**config.mk**
```make
export PLATFORM = sky130hd
export DESIGN_NAME = pipeline_controller
export DESIGN_NICKNAME = d
export VERILOG_FILES = /design/src/rtl/riscv_pipe_pkg.sv /design/src/rtl/sat_counter.sv /design/src/rtl/pipeline_controller.sv
export SDC_FILE = /design/constraint.sdc
export NUM_CORES = 1
export LEC_CHECK = 0
export BUFFER_PORTS_ARGS = -buffer_cell sky130_fd_sc_hd__buf_2
export CAP_MARGIN = 40
export CORE_UTILIZATION = 36
export DETAILED_ROUTE_END_ITERATION = 12
export PLACE_DENSITY = 0.86
export SETUP_SLACK_MARGIN = 0.1
export SYNTH_ARGS = -nofsm -noshare
export SYNTH_HDL_FRONTEND = slang
export SYNTH_HIERARCHICAL = 1
export SYNTH_SLANG_ARGS = --single-unit
export TNS_END_PERCENT = 100
```
**constraint.sdc**
```tcl
create_clock -name clk -period 1.8 [get_ports clk]
set_input_delay 0 -clock clk [delete_from_list [all_inputs] [get_ports clk]]
set_output_delay 0 -clock clk [all_outputs]
set_load 0.05 [all_outputs]
```
**src/rtl/riscv_pipe_pkg.sv**
```systemverilog
// Shared types and constants for the RV32 pipeline stall/flush controller.
package riscv_pipe_pkg;

  localparam int unsigned REG_ADDR_W_DEF = 5;
  localparam int unsigned CNT_W_DEF      = 32;
  localparam int unsigned X0_IDX         = 0;

  typedef enum logic [1:0] {
    RUN      = 2'd0,
    MDU_WAIT = 2'd1,
    MEM_WAIT = 2'd2
  } pipe_state_e;

endpackage

```
**src/rtl/sat_counter.sv**
```systemverilog
// Saturating up-counter with synchronous clear.
module sat_counter #(
  parameter int unsigned CNT_W = 32
) (
  input  logic             clk,
  input  logic             clear_i,
  input  logic             inc_i,
  output logic [CNT_W-1:0] count_o
);

  logic [CNT_W-1:0] cnt_q;

  always_ff @(posedge clk) begin
    if (clear_i) begin
      cnt_q <= '0;
    end else if (inc_i && (cnt_q != '1)) begin
      cnt_q <= cnt_q + CNT_W'(1);
    end
  end

  assign count_o = cnt_q;

endmodule

```
**src/rtl/pipeline_controller.sv**
```systemverilog
// Stall/flush sequencer for the 5-stage RV32 pipeline.
// Optional perf counters are built only when PIPE_STALL_PERF_EN is defined.
module pipeline_controller
  import riscv_pipe_pkg::*;
#(
  parameter int unsigned REG_ADDR_W = REG_ADDR_W_DEF,
  parameter int unsigned CNT_W      = CNT_W_DEF
) (
  input  logic                  clk,
  input  logic                  reset,
  input  logic [REG_ADDR_W-1:0] id_rs1,
  input  logic [REG_ADDR_W-1:0] id_rs2,
  input  logic                  id_use_rs1,
  input  logic                  id_use_rs2,
  input  logic [REG_ADDR_W-1:0] ex_rd,
  input  logic                  ex_MemRead,
  input  logic                  ex_branch_taken,
  input  logic                  ex_mdu_start,
  input  logic                  mdu_done,
  input  logic                  dmem_req,
  input  logic                  dmem_ready,
  output logic                  PCwrite,
  output logic                  IF_IDwrite,
  output logic                  ID_EXwrite,
  output logic                  EX_MEMwrite,
  output logic                  MEM_WBwrite,
  output logic                  IF_ID_flush,
  output logic                  ID_EX_flush,
  output logic                  EX_MEM_flush,
  output logic [CNT_W-1:0]      perf_lu_cnt,
  output logic [CNT_W-1:0]      perf_mdu_cnt,
  output logic [CNT_W-1:0]      perf_mem_cnt,
  output logic [CNT_W-1:0]      perf_flush_cnt
);

  pipe_state_e state_q, state_d;
  pipe_state_e ret_state_q, ret_state_d;
  logic        redir_pend_q, redir_pend_d;
  logic        mdu_seen_q, mdu_seen_d;

  logic lu, redir, mem_stall;
  logic run_adv, allow_start, mdu_hold;

  assign lu = ex_MemRead && (ex_rd != REG_ADDR_W'(X0_IDX)) &&
              ((id_use_rs1 && (id_rs1 == ex_rd)) || (id_use_rs2 && (id_rs2 == ex_rd)));
  assign redir = ex_branch_taken || redir_pend_q;
  // MEM_WAIT stays frozen until the memory answers, regardless of dmem_req.
  assign mem_stall = (dmem_req && !dmem_ready) || ((state_q == MEM_WAIT) && !dmem_ready);

  always_ff @(posedge clk) begin
    if (reset) begin
      state_q      <= RUN;
      ret_state_q  <= RUN;
      redir_pend_q <= 1'b0;
      mdu_seen_q   <= 1'b0;
    end else begin
      state_q      <= state_d;
      ret_state_q  <= ret_state_d;
      redir_pend_q <= redir_pend_d;
      mdu_seen_q   <= mdu_seen_d;
    end
  end

  always_comb begin
    PCwrite      = 1'b1;
    IF_IDwrite   = 1'b1;
    ID_EXwrite   = 1'b1;
    EX_MEMwrite  = 1'b1;
    MEM_WBwrite  = 1'b1;
    IF_ID_flush  = 1'b0;
    ID_EX_flush  = 1'b0;
    EX_MEM_flush = 1'b0;
    state_d      = state_q;
    ret_state_d  = ret_state_q;
    redir_pend_d = redir_pend_q;
    mdu_seen_d   = mdu_seen_q;
    run_adv      = 1'b0;
    allow_start  = 1'b0;
    mdu_hold     = 1'b0;

    if (mem_stall) begin
      PCwrite     = 1'b0;
      IF_IDwrite  = 1'b0;
      ID_EXwrite  = 1'b0;
      EX_MEMwrite = 1'b0;
      MEM_WBwrite = 1'b0;
      if (state_q != MEM_WAIT) ret_state_d = state_q;
      state_d = MEM_WAIT;
      if (ex_branch_taken) redir_pend_d = 1'b1;
      if (mdu_done) mdu_seen_d = 1'b1;
    end else begin
      case (state_q)
        RUN: begin
          run_adv     = 1'b1;
          allow_start = 1'b1;
        end
        MDU_WAIT: begin
          if (mdu_done) begin
            run_adv = 1'b1;
            state_d = RUN;
          end else begin
            mdu_hold = 1'b1;
          end
        end
        MEM_WAIT: begin
          mdu_seen_d = 1'b0;
          if ((ret_state_q == RUN) || mdu_seen_q) begin
            run_adv = 1'b1;
            state_d = RUN;
          end else begin
            mdu_hold = 1'b1;
            state_d  = MDU_WAIT;
          end
        end
        default: state_d = RUN;
      endcase
    end

    if (run_adv) begin
      if (redir) begin
        IF_ID_flush  = 1'b1;
        ID_EX_flush  = 1'b1;
        redir_pend_d = 1'b0;
      end else if (lu) begin
        PCwrite     = 1'b0;
        IF_IDwrite  = 1'b0;
        ID_EX_flush = 1'b1;
      end
      if (allow_start && ex_mdu_start && !redir) begin
        PCwrite      = 1'b0;
        IF_IDwrite   = 1'b0;
        ID_EXwrite   = 1'b0;
        EX_MEM_flush = 1'b1;
        state_d      = MDU_WAIT;
      end
    end

    // Hold PC..ID/EX while the MDU works, bubble EX/MEM, let MEM/WB drain.
    if (mdu_hold) begin
      PCwrite      = 1'b0;
      IF_IDwrite   = 1'b0;
      ID_EXwrite   = 1'b0;
      EX_MEM_flush = 1'b1;
    end

    if (reset) begin
      PCwrite      = 1'b0;
      IF_IDwrite   = 1'b0;
      ID_EXwrite   = 1'b0;
      EX_MEMwrite  = 1'b0;
      MEM_WBwrite  = 1'b0;
      IF_ID_flush  = 1'b1;
      ID_EX_flush  = 1'b1;
      EX_MEM_flush = 1'b1;
    end
  end

`ifdef PIPE_STALL_PERF_EN
  logic lu_inc, mdu_inc, mem_inc, flush_inc;

  assign lu_inc    = !reset && run_adv && !redir && lu;
  assign flush_inc = !reset && run_adv && redir;
  assign mdu_inc   = !reset && mdu_hold && (state_q == MDU_WAIT);
  assign mem_inc   = !reset && mem_stall;

  sat_counter #(.CNT_W(CNT_W)) u_cnt_lu (
    .clk(clk), .clear_i(reset), .inc_i(lu_inc), .count_o(perf_lu_cnt)
  );
  sat_counter #(.CNT_W(CNT_W)) u_cnt_mdu (
    .clk(clk), .clear_i(reset), .inc_i(mdu_inc), .count_o(perf_mdu_cnt)
  );
  sat_counter #(.CNT_W(CNT_W)) u_cnt_mem (
    .clk(clk), .clear_i(reset), .inc_i(mem_inc), .count_o(perf_mem_cnt)
  );
  sat_counter #(.CNT_W(CNT_W)) u_cnt_flush (
    .clk(clk), .clear_i(reset), .inc_i(flush_inc), .count_o(perf_flush_cnt)
  );
`else
  assign perf_lu_cnt    = '0;
  assign perf_mdu_cnt   = '0;
  assign perf_mem_cnt   = '0;
  assign perf_flush_cnt = '0;
`endif

endmodule

```
---- Word-level counts from Yosys, hierarchy flattened ----
Index checks and enable logic that the tools add are counted.
word-level totals
  memories ................................ 0
  bits in registers ....................... 6
  bits in latches ......................... 0
  bits in writable memories ............... 0
  ROM bits ................................ 0
  output and inout port bits .............. 136
  input port bits ......................... 25
operators by class
  equal/unequal tests ..................... 6
  $add $sub $neg .......................... 0
  divide/modulo/power cells ............... 0
  $lt $le $gt $ge ......................... 0
  shift operators ......................... 0
  reduce and logical (&&, ||, !) cells .... 20
  multiplexer cells ....................... 46
  bitwise gates (word level) .............. 0
  $mul .................................... 0
operator list
  cell                  count
  $mux W1               39
  $eq A5 B5 Y1          2
  $logic_and A1 B1 Y1   8
  $mux W2               4
  $pmux W2 S3           1
  $reduce_bool A5 Y1    1
  $logic_not A2 Y1      2
  $logic_or A1 B1 Y1    4
  $ne A2 B2 Y1 const B  2
  $reduce_and A2 Y1     2
  $pmux W1 S3           1
  $eq A2 B1 Y1 const B  1
  $eq A2 B2 Y1 const B  1
  $logic_not A1 Y1      2
  $pmux W1 S2           1
  $reduce_bool A2 Y1    1

---- Longest topological paths before layout ----
  word-level depth ........................ 10
  gate-level depth with buffers ........... 8
  mapped depth without buffers ............ 6

---- Least setup slack after synthesis ----
No wires, ideal clock.
  path type ............................... reg2out
  start ................................... register state_q[0]
  end ..................................... output port PCwrite
  required time ........................... 1.800 ns
  data arrival time ....................... 2.609 ns
  cell stages (with the launch flop) ...... 8
  path slack .............................. -0.809 ns
  cells stage by stage .................... dfxtp_1 -> inv_1 -> ha_1 -> buf_2 -> o21ba_2 -> nor2_1 -> o211a_1 -> buf_4
between the ends
  longest elaborated chain between the ends .. 10
RTL lines
  what                                                         RTL line                                              RTL
  start, declared                                              pipeline_controller.sv:36                             pipe_state_e state_q, state_d;
  start signal, assigned                                       pipeline_controller.sv:57                             state_q <= state_d;
  $eq A2 B2 Y1                                                 pipeline_controller.sv:48, pipeline_controller.sv:92
  $logic_and A1 B1 Y1                                          pipeline_controller.sv:48                             assign mem_stall = (dmem_req && !dmem_ready) || ((state_q == MEM_WAIT) && !dmem_ready);
  $logic_or A1 B1 Y1                                           pipeline_controller.sv:48
  $mux W1                                                      -
  $mux W1 or $logic_and A1 B1 Y1 (tied branches) (2 in a row)  -
  $mux W1 (2 in a row)                                         -
  $mux W1 (*) (2 in a row)                                     -
  end, declared                                                pipeline_controller.sv:22                             output logic PCwrite,
Every way passes the cells marked *; elsewhere a longest branch is shown, timed or not.

---- Worst setup path after layout ----
  start ................................... register state_q[0]
  end ..................................... output port IF_IDwrite
between the ends
  longest elaborated chain between the ends .. 10
RTL lines
  what                                            RTL line                                                RTL
  $eq A2 B2 Y1                                    pipeline_controller.sv:48, pipeline_controller.sv:92
  $logic_and A1 B1 Y1                             pipeline_controller.sv:48
  $logic_or A1 B1 Y1                              pipeline_controller.sv:48
  $mux W1                                         pipeline_controller.sv:81                               if (mem_stall) begin
  $mux W1 or $logic_and A1 B1 Y1 (tied branches)  pipeline_controller.sv:124, pipeline_controller.sv:129
  $mux W1 or $logic_and A1 B1 Y1 (tied branches)  pipeline_controller.sv:120, pipeline_controller.sv:129
  $mux W1                                         pipeline_controller.sv:129                              if (allow_start && ex_mdu_start && !redir) begin
  $mux W1                                         pipeline_controller.sv:119                              if (run_adv) begin
  $mux W1 (*)                                     pipeline_controller.sv:139                              if (mdu_hold) begin
  $mux W1 (*)                                     pipeline_controller.sv:146                              if (reset) begin
  end, declared                                   pipeline_controller.sv:23                               output logic IF_IDwrite,
Marks and branches as above.

==> results.cfg <==
[run_status]
status = finished clean

[routing]
viasPerCell = 3.51
drtAntennaViolNets = 0
wl_per_cell_um = 8.64
vias = 1022
wl_um = 2520
drtIter0Drc = 10
drc_errors = 0
dr.pass1.iters = 4

[logic_synthesis]
syn_avg_cell_area_um2 = 7.60
syn_area_um2 = 1540
synth-seq-cells = 6
yosysTopAreaCell = buf_4
yosysTopAreaCellShare_pct = 63.6
syn-instance-count = 202
synthTopCellsByArea = buf_4, dfxtp_1, xor2_1, ha_1, o21ai_0
ys_warn_count = 6
yosysSeqAreaShare_pct = 7.82
ys_types = 33

[die]
die_y_um = 67.3
fp-row-count = 23
start_util_pct = 37.8
dieArea_um2 = 4530
coreArea_um2 = 4060
ios = 161
chipWidth_um = 67.3

[clock_tree]
clk_latency_ns = 0.23
root_buffer = clkbuf_8
cts_tree = yes
htreeDepth = 1
clock-sinks = 6
ctsLongestPathBuffers = 2
clk_pin_slew_ns = 0.04
cts-buffers-inserted = 3

[hold_path]
min_to = mdu_seen_q
holdPathStages = 2
hold_path_class = in -> reg
min_from = dmem_ready

[placed_design]
io_buffers = 32
hpwlAfterDp_um = 2100
gp_congestion = 0.736

[critical_path]
r2r_cells = 7
endpoint_kind = output port
r2r_start = state_q[0]
cp_max_fo = 5
crit_arrival_ns = 1.68
cp.required_ns = 1.80
reg2reg_to = state_q[0]
crit_type = reg -> out
ff2ff_setup_slack_ns = 0.45
cp-start-kind = register

[layout]
final_common_cell = conb_1
num_antenna_cells = 0
area_growth_pct = -3.42
nets = 272
layout-drive-gt1-share_pct = 24.9
fin_util_pct = 36.5
final_cell_mix = conb_1, buf_2, xor2_1, buf_4, nand2_1
fillers = 446

[power_and_ir_drop]
swShare_pct = 66.7
power_mw = 1.21
power_frac_seq_pct = 12.3
power-per-cell-area_nw_per_um2 = 813
leakage_nw = 0.840
clkPwrFrac_pct = 17.0
internal_power_mw = 0.401
irDropWorstVdd_uv = 325
combPwrFrac_pct = 70.7
p_sw_mw = 0.805

[global_routing]
gr-total-overflow = 0
grtUsageTotal_pct = 10.3
grtUsageMet3_pct = 4.39
gr-usage-met2_pct = 14.1
grt_pass1_vias = 680
antenna_found_initial = 0
grtUsageMet1_pct = 12.7
grt_max_degree = 10
grt-busiest-layer = met2
grt_pass1_wl_um = 3220

[timing]
period_share_pct = 93.4
fmax_mhz = 595
drv_slew = 0
hold_violations = 0
skew_ns = 0.00163
fin_crit_ns = 1.68
rsz0062_at_grt = yes
setup_violations = 0

[flow_run]
drv_cap = 0
## metrics by stage
stage	hold WS, ns	cell area, µm²	std cells	setup WS [ns]	setup TNS [ns]
2_1_floorplan	0.0680	2050	329	-0.101	-0.101
3_3_place_gp	0.227	1300	281	0.0498	0
3_5_place_dp	0.247	1300	281	-0.0167	-0.0395
4_1_cts	0.0188	1420	286	0.105	0
5_1_grt	0.0149	1480	291	0.0380	0
6_report	0.0289	1480	291	0.119	0
## critical path, stage by stage (launching register included)
cell	delay (ns)
dfxtp_4	0.37
inv_4	0.05
ha_4	0.17
o21ba_4	0.22
nor2_4	0.11
nand4_1	0.12
o211a_4	0.27
buf_8	0.15
## cell usage after synthesis (all sizes together)
cell type / count
o2111ai: 1
a221oi: 1
a32oi: 1
nand3: 2
or4: 1
a211oi: 1
o211a: 1
buf: 131
o21ai: 7
a31oi: 1
o21ba: 2
xnor2: 2
conb: 1
nand4: 1
nand2: 6
a2bb2oi: 1
o21a: 1
a21o: 1
inv: 6
xor2: 8
o221ai: 1
o21bai: 1
ha: 4
nor2: 4
nor2b: 1
dfxtp: 6
a21oi: 5
nor4: 2
and2: 2
## state kept, by name (all words and copies together), names as in the netlist
register	cells
redir_pend_q	1
ret_state_q	2
state_q	2
mdu_seen_q	1
## final cells by class
type / count / area, µm² / share of cell area, %
timing repair buffer: 40 / 262 / 17.6
sequential: 6 / 128 / 8.61
inverter: 6 / 25.0 / 1.69
multi-input combinational: 186 / 965 / 65.1
clock buffer: 3 / 41.3 / 2.78
tap: 50 / 62.6 / 4.22
## worst max-delay path by stage
stage | from | to | slack [ns] | depth (start not counted)
after floorplan | state_q[0] | PCwrite | -0.10 | 7
after global placement | state_q[0] | IF_IDwrite | 0.05 | 7
after detailed placement | state_q[0] | ID_EX_flush | -0.02 | 7
after CTS | state_q[0] | IF_IDwrite | 0.11 | 7
after global routing | state_q[0] | IF_IDwrite | 0.04 | 7
final | state_q[0] | IF_IDwrite | 0.12 | 7
## layer usage
metal	wire length, µm	part of all wire [%]
met4	49	1.9
met3	253	10
met5	0	0
met2	1270	50
met1	941	37
## timing repair
item | in CTS | in global routing
endpoints found under the setup margin | 8 | 6
hold buffers | 0 | 0
buffers inserted | 2 | 5
pin swaps | 3 | 2
resized for setup | 18 | 10
## power by group through the flow
stage / Combinational, mW / Clock, mW / Sequential (mW)
detailed placement: 0.796 / 0 / 0.148
finish: 0.853 / 0.205 / 0.148
CTS: 0.824 / 0.212 / 0.147
floorplan: 0.952 / 0 / 0.147
global placement: 0.792 / 0 / 0.148
global route: 0.892 / 0.231 / 0.149
## cells by family (layout without fill, tap and decap cells)
kind of cell	count (synthesis)	after routing	synth area share, %
buf+inv	137	49	65.4
flops	6	6	7.82
fa+ha+maj	4	4	3.26
compound gates	25	25	11.1
simple gates	19	19	6.52
other cells	1	128	0.244
xor+xnor	10	10	5.71
Power figures use the tool's default switching activity.
